$ cat src/rtl/ex_stage_if.sv
`timescale 1ns/1ps
`default_nettype none
// ============================================================================
// Module : ex_stage_if
// Brief  : Decode/execute/memory buses, data SRAM request and EX feedback.
// Rev    : 1.0  initial release
// ============================================================================
interface ex_stage_if #(
  parameter int ID_TO_EX_WD  = 159,
  parameter int EX_TO_MEM_WD = 76,
  parameter int STALL_WD     = 6
);
  logic [STALL_WD-1:0]     stall;
  logic [ID_TO_EX_WD-1:0]  id_to_ex_bus;
  logic [EX_TO_MEM_WD-1:0] ex_to_mem_bus;
  logic                    data_sram_en;
  logic [3:0]              data_sram_wen;
  logic [31:0]             data_sram_addr;
  logic [31:0]             data_sram_wdata;
  logic                    ex_wreg;
  logic [4:0]              ex_waddr;
  logic [31:0]             ex_wdata;
  logic                    ex_opl;
  logic                    stallreq_ex;

  modport master (
    input  stall, id_to_ex_bus,
    output ex_to_mem_bus, data_sram_en, data_sram_wen, data_sram_addr,
           data_sram_wdata, ex_wreg, ex_waddr, ex_wdata, ex_opl, stallreq_ex
  );

  modport slave (
    output stall, id_to_ex_bus,
    input  ex_to_mem_bus, data_sram_en, data_sram_wen, data_sram_addr,
           data_sram_wdata, ex_wreg, ex_waddr, ex_wdata, ex_opl, stallreq_ex
  );
endinterface
`default_nettype wire

$ cat src/rtl/ex_stage.sv
`timescale 1ns/1ps
`default_nettype none
// ============================================================================
// Module : ex_stage
// Brief  : MIPS execute stage: ALU, store formatting, HI/LO and iterative
//          divider. Define EX_MULT_EN to run mult/multu on the same engine.
// Rev    : 1.0  initial release
// ============================================================================
module ex_stage #(
  parameter int ID_TO_EX_WD  = 159,
  parameter int EX_TO_MEM_WD = 76,
  parameter int STALL_WD     = 6
) (
  input  logic       clk,
  input  logic       rst,
  ex_stage_if.master bus
);
  typedef enum logic [1:0] {S_IDLE = 2'd0, S_RUN = 2'd1, S_DONE = 2'd2} state_t;

  logic [ID_TO_EX_WD-1:0] r_id_to_ex_bus;
  logic [STALL_WD-1:0]    w_stall;
  logic [31:0] w_pc, w_inst, w_rdata1, w_rdata2;
  logic [11:0] w_alu_op;
  logic [2:0]  w_sel_src1;
  logic [3:0]  w_sel_src2, w_ram_wen;
  logic        w_ram_en, w_rf_we, w_sel_rf_res;
  logic [4:0]  w_rf_waddr;

  assign w_stall = bus.stall;

  always_ff @(posedge clk) begin
    if (rst)                          r_id_to_ex_bus <= '0;
    else if (w_stall[2] && !w_stall[3]) r_id_to_ex_bus <= '0;
    else if (!w_stall[2])             r_id_to_ex_bus <= bus.id_to_ex_bus;
  end

  assign {w_pc, w_inst, w_alu_op, w_sel_src1, w_sel_src2, w_ram_en, w_ram_wen,
          w_rf_we, w_rf_waddr, w_sel_rf_res, w_rdata1, w_rdata2} = r_id_to_ex_bus;

  logic [31:0] w_src1, w_src2, w_alu, w_result;
  assign w_src1 = ({32{w_sel_src1[0]}} & w_rdata1)
                | ({32{w_sel_src1[1]}} & w_pc)
                | ({32{w_sel_src1[2]}} & {27'b0, w_inst[10:6]});
  assign w_src2 = ({32{w_sel_src2[0]}} & w_rdata2)
                | ({32{w_sel_src2[1]}} & {{16{w_inst[15]}}, w_inst[15:0]})
                | ({32{w_sel_src2[2]}} & 32'd8)
                | ({32{w_sel_src2[3]}} & {16'b0, w_inst[15:0]});

  logic [31:0] w_sra;
  assign w_sra = $signed(w_src2) >>> w_src1[4:0];
  assign w_alu = ({32{w_alu_op[11]}} & (w_src1 + w_src2))
               | ({32{w_alu_op[10]}} & (w_src1 - w_src2))
               | ({32{w_alu_op[9]}}  & {31'b0, $signed(w_src1) < $signed(w_src2)})
               | ({32{w_alu_op[8]}}  & {31'b0, w_src1 < w_src2})
               | ({32{w_alu_op[7]}}  & (w_src1 & w_src2))
               | ({32{w_alu_op[6]}}  & ~(w_src1 | w_src2))
               | ({32{w_alu_op[5]}}  & (w_src1 | w_src2))
               | ({32{w_alu_op[4]}}  & (w_src1 ^ w_src2))
               | ({32{w_alu_op[3]}}  & (w_src2 << w_src1[4:0]))
               | ({32{w_alu_op[2]}}  & (w_src2 >> w_src1[4:0]))
               | ({32{w_alu_op[1]}}  & w_sra)
               | ({32{w_alu_op[0]}}  & {w_src2[15:0], 16'b0});

  logic w_special, w_is_div, w_is_divu, w_is_mult, w_is_multu;
  logic w_is_mfhi, w_is_mflo, w_is_mthi, w_is_mtlo;
  assign w_special  = (w_inst[31:26] == 6'b000000);
  assign w_is_div   = w_special && (w_inst[5:0] == 6'b011010);
  assign w_is_divu  = w_special && (w_inst[5:0] == 6'b011011);
  assign w_is_mult  = w_special && (w_inst[5:0] == 6'b011000);
  assign w_is_multu = w_special && (w_inst[5:0] == 6'b011001);
  assign w_is_mfhi  = w_special && (w_inst[5:0] == 6'b010000);
  assign w_is_mflo  = w_special && (w_inst[5:0] == 6'b010010);
  assign w_is_mthi  = w_special && (w_inst[5:0] == 6'b010001);
  assign w_is_mtlo  = w_special && (w_inst[5:0] == 6'b010011);

  logic [31:0] r_hi, r_lo;
  assign w_result = w_is_mfhi ? r_hi : (w_is_mflo ? r_lo : w_alu);

  logic [3:0]  w_wen;
  logic [31:0] w_wdata;
  always_comb begin
    w_wen   = 4'b0000;
    w_wdata = 32'b0;
    case (w_ram_wen)
      4'b1111: begin w_wen = 4'b1111;                       w_wdata = w_rdata2;             end
      4'b0001: begin w_wen = 4'b0001 << w_alu[1:0];         w_wdata = {4{w_rdata2[7:0]}};   end
      4'b0011: begin w_wen = 4'b0011 << {w_alu[1], 1'b0};   w_wdata = {2{w_rdata2[15:0]}};  end
      default: ;
    endcase
  end

  logic [EX_TO_MEM_WD-1:0] w_ex_to_mem_bus;
  assign w_ex_to_mem_bus     = {w_pc, w_ram_en, w_ram_wen, w_sel_rf_res, w_rf_we, w_rf_waddr, w_result};
  assign bus.ex_to_mem_bus   = w_ex_to_mem_bus;
  assign bus.data_sram_en    = w_ram_en;
  assign bus.data_sram_wen   = w_wen;
  assign bus.data_sram_addr  = w_alu;
  assign bus.data_sram_wdata = w_wdata;
  assign bus.ex_wreg         = w_rf_we;
  assign bus.ex_waddr        = w_rf_waddr;
  assign bus.ex_wdata        = w_result;
  assign bus.ex_opl          = w_sel_rf_res;

  logic w_is_mul;
`ifdef EX_MULT_EN
  assign w_is_mul = w_is_mult | w_is_multu;
`else
  logic w_mul_unused;
  assign w_mul_unused = w_is_mult | w_is_multu;
  assign w_is_mul     = 1'b0;
`endif

  logic w_start, w_signed;
  logic [31:0] w_abs1, w_abs2;
  assign w_start  = w_is_div | w_is_divu | w_is_mul;
  assign w_signed = w_is_div | w_is_mult;
  assign w_abs1   = (w_signed && w_rdata1[31]) ? (32'd0 - w_rdata1) : w_rdata1;
  assign w_abs2   = (w_signed && w_rdata2[31]) ? (32'd0 - w_rdata2) : w_rdata2;

  state_t      r_state, w_state_nxt;
  logic [4:0]  r_cnt;
  logic [31:0] r_acc_hi, r_acc_lo, r_opnd, r_dz_hi;
  logic        r_is_mul, r_neg_q, r_neg_r, r_dz;
  logic        w_stallreq, w_commit;

  always_comb begin
    w_state_nxt = r_state;
    w_stallreq  = 1'b0;
    w_commit    = 1'b0;
    case (r_state)
      S_IDLE: if (w_start) begin
        w_state_nxt = S_RUN;
        w_stallreq  = 1'b1;
      end
      S_RUN: begin
        w_stallreq = 1'b1;
        if (r_cnt == 5'd31) w_state_nxt = S_DONE;
      end
      S_DONE: if (!w_stall[3]) begin
        w_commit    = 1'b1;
        w_state_nxt = S_IDLE;
      end
      default: w_state_nxt = S_IDLE;
    endcase
  end
  assign bus.stallreq_ex = w_stallreq;

  // Divide: acc_hi is the partial remainder, acc_lo shifts dividend out and quotient in.
  // Multiply: acc_hi accumulates, acc_lo shifts the multiplier out and product low in.
  logic [32:0] w_part, w_diff, w_sum;
  assign w_part = {r_acc_hi, r_acc_lo[31]};
  assign w_diff = w_part - {1'b0, r_opnd};
  assign w_sum  = {1'b0, r_acc_hi} + (r_acc_lo[0] ? {1'b0, r_opnd} : 33'd0);

  always_ff @(posedge clk) begin
    if (rst) begin
      r_state  <= S_IDLE;
      r_cnt    <= 5'd0;
      r_acc_hi <= 32'd0;
      r_acc_lo <= 32'd0;
      r_opnd   <= 32'd0;
      r_dz_hi  <= 32'd0;
      r_is_mul <= 1'b0;
      r_neg_q  <= 1'b0;
      r_neg_r  <= 1'b0;
      r_dz     <= 1'b0;
    end else begin
      r_state <= w_state_nxt;
      if (r_state == S_IDLE && w_start) begin
        r_cnt    <= 5'd0;
        r_is_mul <= w_is_mul;
        r_neg_q  <= w_signed & (w_rdata1[31] ^ w_rdata2[31]);
        r_neg_r  <= w_signed & w_rdata1[31];
        r_dz     <= !w_is_mul && (w_rdata2 == 32'd0);
        r_dz_hi  <= w_rdata1;
        r_opnd   <= w_is_mul ? w_abs1 : w_abs2;
        r_acc_hi <= 32'd0;
        r_acc_lo <= w_is_mul ? w_abs2 : w_abs1;
      end else if (r_state == S_RUN) begin
        r_cnt <= r_cnt + 5'd1;
        if (r_is_mul)      {r_acc_hi, r_acc_lo} <= {w_sum, r_acc_lo[31:1]};
        else if (!w_diff[32]) {r_acc_hi, r_acc_lo} <= {w_diff[31:0], r_acc_lo[30:0], 1'b1};
        else               {r_acc_hi, r_acc_lo} <= {w_part[31:0], r_acc_lo[30:0], 1'b0};
      end
    end
  end

  logic [63:0] w_prod, w_hilo_new;
  logic [31:0] w_quo, w_rem;
  assign w_prod = r_neg_q ? (64'd0 - {r_acc_hi, r_acc_lo}) : {r_acc_hi, r_acc_lo};
  assign w_quo  = r_neg_q ? (32'd0 - r_acc_lo) : r_acc_lo;
  assign w_rem  = r_neg_r ? (32'd0 - r_acc_hi) : r_acc_hi;
  assign w_hilo_new = r_is_mul ? w_prod :
                      r_dz     ? {r_dz_hi, 32'hFFFF_FFFF} : {w_rem, w_quo};

  always_ff @(posedge clk) begin
    if (rst) begin
      r_hi <= 32'd0;
      r_lo <= 32'd0;
    end else if (w_commit) begin
      r_hi <= w_hilo_new[63:32];
      r_lo <= w_hilo_new[31:0];
    end else begin
      if (w_is_mthi) r_hi <= w_rdata1;
      if (w_is_mtlo) r_lo <= w_rdata1;
    end
  end

  logic w_unused;
  assign w_unused = ^{w_stall[STALL_WD-1:4], w_stall[1:0], w_inst[25:16]};
endmodule
`default_nettype wire
$ cat src/flat_wrapper.sv
// flat-port wrapper written by rule: the top's interface ports become plain ports
module ex_stage_flat 
#(
  parameter int ID_TO_EX_WD  = 159,
  parameter int EX_TO_MEM_WD = 76,
  parameter int STALL_WD     = 6
)
  (clk, rst, bus_stall, bus_id_to_ex_bus, bus_ex_to_mem_bus, bus_data_sram_en, bus_data_sram_wen, bus_data_sram_addr, bus_data_sram_wdata, bus_ex_wreg, bus_ex_waddr, bus_ex_wdata, bus_ex_opl, bus_stallreq_ex);
  ex_stage_if #(.ID_TO_EX_WD(ID_TO_EX_WD), .EX_TO_MEM_WD(EX_TO_MEM_WD), .STALL_WD(STALL_WD)) bus_i ();
  input  logic clk;
  input  logic rst;
  input wire logic [$bits(bus_i.stall)-1:0] bus_stall;
  input wire logic [$bits(bus_i.id_to_ex_bus)-1:0] bus_id_to_ex_bus;
  output wire logic [$bits(bus_i.ex_to_mem_bus)-1:0] bus_ex_to_mem_bus;
  output wire logic [$bits(bus_i.data_sram_en)-1:0] bus_data_sram_en;
  output wire logic [$bits(bus_i.data_sram_wen)-1:0] bus_data_sram_wen;
  output wire logic [$bits(bus_i.data_sram_addr)-1:0] bus_data_sram_addr;
  output wire logic [$bits(bus_i.data_sram_wdata)-1:0] bus_data_sram_wdata;
  output wire logic [$bits(bus_i.ex_wreg)-1:0] bus_ex_wreg;
  output wire logic [$bits(bus_i.ex_waddr)-1:0] bus_ex_waddr;
  output wire logic [$bits(bus_i.ex_wdata)-1:0] bus_ex_wdata;
  output wire logic [$bits(bus_i.ex_opl)-1:0] bus_ex_opl;
  output wire logic [$bits(bus_i.stallreq_ex)-1:0] bus_stallreq_ex;
  assign bus_i.stall = bus_stall;
  assign bus_i.id_to_ex_bus = bus_id_to_ex_bus;
  assign bus_ex_to_mem_bus = bus_i.ex_to_mem_bus;
  assign bus_data_sram_en = bus_i.data_sram_en;
  assign bus_data_sram_wen = bus_i.data_sram_wen;
  assign bus_data_sram_addr = bus_i.data_sram_addr;
  assign bus_data_sram_wdata = bus_i.data_sram_wdata;
  assign bus_ex_wreg = bus_i.ex_wreg;
  assign bus_ex_waddr = bus_i.ex_waddr;
  assign bus_ex_wdata = bus_i.ex_wdata;
  assign bus_ex_opl = bus_i.ex_opl;
  assign bus_stallreq_ex = bus_i.stallreq_ex;
  ex_stage #(.ID_TO_EX_WD(ID_TO_EX_WD), .EX_TO_MEM_WD(EX_TO_MEM_WD), .STALL_WD(STALL_WD)) u_core (.clk(clk), .rst(rst), .bus(bus_i));
endmodule
$ cat config.mk
export PLATFORM = sky130hd
export DESIGN_NAME = ex_stage_flat
export DESIGN_NICKNAME = d
export VERILOG_FILES = /design/src/rtl/ex_stage_if.sv /design/src/rtl/ex_stage.sv /design/src/flat_wrapper.sv
export SDC_FILE = /design/constraint.sdc
export NUM_CORES = 2
export LEC_CHECK = 0
export CORE_MARGIN = 4
export CORE_UTILIZATION = 50
export DETAILED_ROUTE_END_ITERATION = 8
export PLACE_DENSITY = 0.82
export SYNTH_ARGS = -nofsm -noshare
export SYNTH_HDL_FRONTEND = slang
export SYNTH_SLANG_ARGS = --single-unit
$ cat constraint.sdc
create_clock -name clk -period 6.6 [get_ports clk]
set_clock_uncertainty 0.1 [all_clocks]
set_input_delay 1.98 -clock clk [delete_from_list [all_inputs] [get_ports clk]]
set_output_delay 1.98 -clock clk [all_outputs]
set_load 0.02 [all_outputs]
==> metrics.log <==
INFO  metric start_to_end_type_of_the_worst_setup_path = reg2out
INFO  metric floorplan.initialDensity = about 50%
INFO  metric post-synth-top-area-cell = sky130_fd_sc_hd__dfxtp_1
INFO  metric hp-start = u_core.r_dz_hi[27]$_SDFFE_PP0P_
INFO  metric ys_seq_elements = around 350
INFO  metric global_route.usage.total = 40.8%
INFO  metric final_net_count = 4666
INFO  metric violations_in_the_final_reports = negative setup slack
INFO  metric power.net_switching = 0.00221 W
INFO  metric avgRoutedWirePerCell = 26.6 um
INFO  metric drt-vias-per-instance = between 6 and 7
INFO  metric timing.final.crit_share = 104%
INFO  metric final.setup.worst_slack = -0.284 ns
INFO  metric grt-ovfl-total = 0
INFO  metric pwr-share-seq = 33.8%
INFO  metric drtPass1Iterations = 8
INFO  metric cts_tree = done
INFO  metric reg_to_reg_critical_path_startpoint = u_core.r_acc_lo[31]$_SDFFE_PP0N_
INFO  metric tritoncts.num_buffers = 40
INFO  metric rr_worst_depth = 14
INFO  metric dieWidth = 252 um
INFO  metric cp-start-kind = flop
INFO  metric synth_top_cell_area_share = 23.6%
INFO  metric min_path_type = reg2reg
INFO  metric power.leakage = roughly 17 nW
INFO  metric clock_sinks = approximately 350
INFO  metric worst_ep_arrival_time = about 4.8 ns
INFO  metric critPathLaunch = u_core.r_id_to_ex_bus[32]$_SDFFE_PP0N_
INFO  metric critical_path_buf_inv_count = 5
INFO  metric max_freq = around 0.15 GHz
INFO  metric core.rowCount = between 80 and 90
INFO  metric unrepaired_setup_endpoints_after_global_routing = true
INFO  metric crit_path_max_fanout = 4
INFO  metric pre_cts_ws = -0.623 ns
INFO  metric clk_latency = 0.61 ns
INFO  metric area_growth_syn_to_layout = 30.7%
INFO  metric worstPathRequired = about 4.5 ns
INFO  metric setup-violations-final = 35
INFO  metric synth_enable_flop_cells = 0
INFO  metric yosys_most_used_dff = sky130_fd_sc_hd__dfxtp_1
INFO  metric ctsLongestPathBuffers = 3
INFO  metric synthesis.yosys.warnings = 0
INFO  metric grt_antenna_before_repair = 4
INFO  metric share_of_flip_flops_with_an_asynchronous_set_or_reset_after_synthesis = 0%
INFO  metric min_delay_worst_endpoint = u_core.r_dz_hi[27]$_SDFFE_PP0P_
INFO  metric power.total = roughly 0.0066 W
INFO  metric gpl.final_weighted_congestion = 1.07
INFO  metric antenna_left = 0
INFO  metric power.switching_fraction = around a third
INFO  metric drc_errors = 0
INFO  metric io_pins = 352
INFO  metric grt_pass1_wl = about 200 mm
INFO  metric critical_path.cell_chain = a222oi_1 > buf_4 > ha_4 > inv_2 > fa_2 > nand2b_4 > a211oi_4 > o211ai_1 > buf_4 > a31oi_4 > nand2b_4 > a211o_1 > a21oi_2 > xor2_1 > a211oi_2 > a22oi_1 > buf_4 > buf_6
INFO  metric mapped_avg_cell_area = roughly 7.6 sq um
INFO  metric setup.worst_path.end_class = primary output
INFO  metric layout-drive-gt1-share = a little over 20%
INFO  metric synth_cell_type_count = 92
INFO  metric p_int = about 0.0044 W
INFO  metric critical-path-top-cell-by-count = sky130_fd_sc_hd__buf_4
INFO  metric root_buffer = sky130_fd_sc_hd__clkbuf_16
INFO  metric synth_fp_nets = approximately 4200
INFO  metric synth_seq_area_share = a little under a quarter
INFO  metric synthTopCellsByCount = sky130_fd_sc_hd__nor2_1, sky130_fd_sc_hd__mux2i_1, sky130_fd_sc_hd__nand2_1
INFO  metric r2r-end = u_core.r_acc_hi[28]$_SDFFE_PP0P_
INFO  metric peakVddDrop = roughly 0.21 mV
INFO  metric final-hold-violation-count = 0
INFO  metric clkPwrFrac = a little over a third
INFO  metric yosysMostFrequentCell = sky130_fd_sc_hd__nor2_1
INFO  metric grt_max_degree = 105
INFO  metric timing.critical_path.max_delay_family = compound AO/OA/AOI/OAI gates
INFO  metric syn-cell-area = ~30000 sq um
INFO  metric synth_area_leaders = sky130_fd_sc_hd__dfxtp_1, sky130_fd_sc_hd__mux2i_1, sky130_fd_sc_hd__ha_1
INFO  metric drt_wl_total = approximately 140 mm
INFO  metric critical-path-slowest-cell = sky130_fd_sc_hd__a222oi_1
INFO  metric pwr_density_cell = about 170 nW/um^2
INFO  metric worst_setup_hold_path_clk_slew = 0.06 ns
INFO  metric final-max-slew-violation-count = 0
INFO  metric maxCapViolations = 0
INFO  metric run_status = finished with violations
INFO  metric io_buffers = between 300 and 400
INFO  metric hold_buffers = 0
INFO  metric cts_htree_levels = 2
INFO  metric place_hpwl = 103 mm
INFO  metric fillCellCount = roughly 4900
INFO  metric whs_path_depth = 2
INFO  metric dieArea = between 60000 and 70000 sq um
INFO  metric maxSlewHeadroom = just under 20%
INFO  metric cp_slowest_stage_delay = 0.57 ns
INFO  metric final_util = 65.9%
INFO  metric initialDrtViolationCount = approximately 3800
INFO  metric dieHeight = 252 um
INFO  metric worstMarginPinSlew = between 1 and 1.5 ns
INFO  metric rrSetupSlack = approximately 1.9 ns
INFO  metric share_of_power_burned_in_combinational_logic = between 30% and 40%
INFO  metric standard_cell_core_area = 58900 sq um
INFO  metric syn-instance-count = just under 4000
INFO  metric timing.setup.tns = -4.68 ns
INFO  metric first_global_vias = between 30000 and 40000
INFO  metric final_period_minus_worst_setup_slack = around 6.9 ns
INFO  metric vias = about 33000
-- placed cells by master (no fill, tap or decap), types with 120 or more instances in the layout --
cell type and instances:
sky130_fd_sc_hd__dfxtp_1 344, sky130_fd_sc_hd__nand2_1 341, sky130_fd_sc_hd__a21oi_1 238, sky130_fd_sc_hd__buf_4 471
sky130_fd_sc_hd__inv_1 148, sky130_fd_sc_hd__a211oi_1 141, sky130_fd_sc_hd__ha_1 120, sky130_fd_sc_hd__o21ai_0 174
sky130_fd_sc_hd__clkdlybuf4s50_1 240, sky130_fd_sc_hd__mux2i_1 374, sky130_fd_sc_hd__nor2_1 442
-- metal layers --
| metal | wire, um | global-route usage, % | up-vias |
|---|---|---|---|
| met5 | 0 | 0 | - |
| met4 | 11500 | 26.8 | 0 |
| met3 | 13600 | 8.09 | 492 |
| met2 | 60200 | 64.7 | 1936 |
| met1 | 52000 | 50.5 | 15700 |
| li1 | - | - | 14900 |
-- layout make-up --
cell class	count	area (sq um)	share of cell area, %
antenna	6	15.0	0.0387
clock buffer	53	1120	2.88
tap	773	967	2.49
inverter	160	606	1.56
clock inverter	16	234	0.603
sequential	351	7040	18.1
timing repair buffer	838	7460	19.2
multi-input combinational	2970	21400	55.1
-- registers in the layout, indices dropped and copies added (netlist names) --
| name | cells |
|---|---|
| u_core.r_acc_hi | 32 |
| u_core.r_acc_lo | 32 |
| u_core.r_cnt | 5 |
| u_core.r_dz | 1 |
| u_core.r_dz_hi | 32 |
| u_core.r_hi | 32 |
| u_core.r_id_to_ex_bus | 149 |
| u_core.r_lo | 32 |
| u_core.r_neg_q | 1 |
| u_core.r_neg_r | 1 |
| u_core.r_opnd | 32 |
| u_core.r_state | 2 |
-- worst max-delay path by stage --
stage	end	cells after the start
after floorplan	bus_ex_wdata[16]	18
after global placement	bus_ex_wdata[0]	16
after detailed placement	bus_ex_wdata[0]	16
after CTS	bus_ex_wdata[31]	21
after global routing	bus_ex_to_mem_bus[26]	18
final	bus_ex_wdata[26]	18
-- timing repair --
action | 4_1_cts | 5_1_grt
gates cloned | 2 | 1
gates resized for setup | 465 | 189
setup endpoints to repair | 97 | 95
setup buffers | 29 | 21
pin swaps | 57 | 60
-- tightest hold or removal path, delay by kind of cell (launching register included) --
kind,cells,cell delay [ns]
AO/OA/AOI/OAI,1,0.05
flip-flops,1,0.31
AND/OR/NAND/NOR,1,0.05
-- logic make-up after synthesis --
| kind of cell | after synthesis | synth area share, % |
|---|---|---|
| adders and majority gates | 138 | 5.89 |
| and+or+nand+nor | 1139 | 17.2 |
| buffers and inverters | 585 | 8.66 |
| AOI/OAI and AO/OA | 1095 | 25.2 |
| xor gates and xnor gates | 193 | 5.69 |
| DFF | 351 | 23.6 |
| muxes | 405 | 13.7 |
-- metrics by stage --
stage	area [sq um]	hold WS (ns)	cells
detailed placement	35700	0.347	5046
global route	38800	0.375	5165
floorplan	29700	0.331	3906
finish	38800	0.357	5167
CTS	38100	0.356	5145
global placement	35700	0.342	5046
-- power groups by stage --
stage / Clock, W / Sequential (W) / Combinational (W)
floorplan: 0 / 0.00224 / 0.000984
global placement: 0 / 0.00227 / 0.00178
detailed placement: 0 / 0.00227 / 0.00179
CTS: 0.00235 / 0.00223 / 0.00189
global route: 0.00243 / 0.00223 / 0.00212
finish: 0.00234 / 0.00223 / 0.00203
No activity file was read; power rests on OpenSTA's default activity.
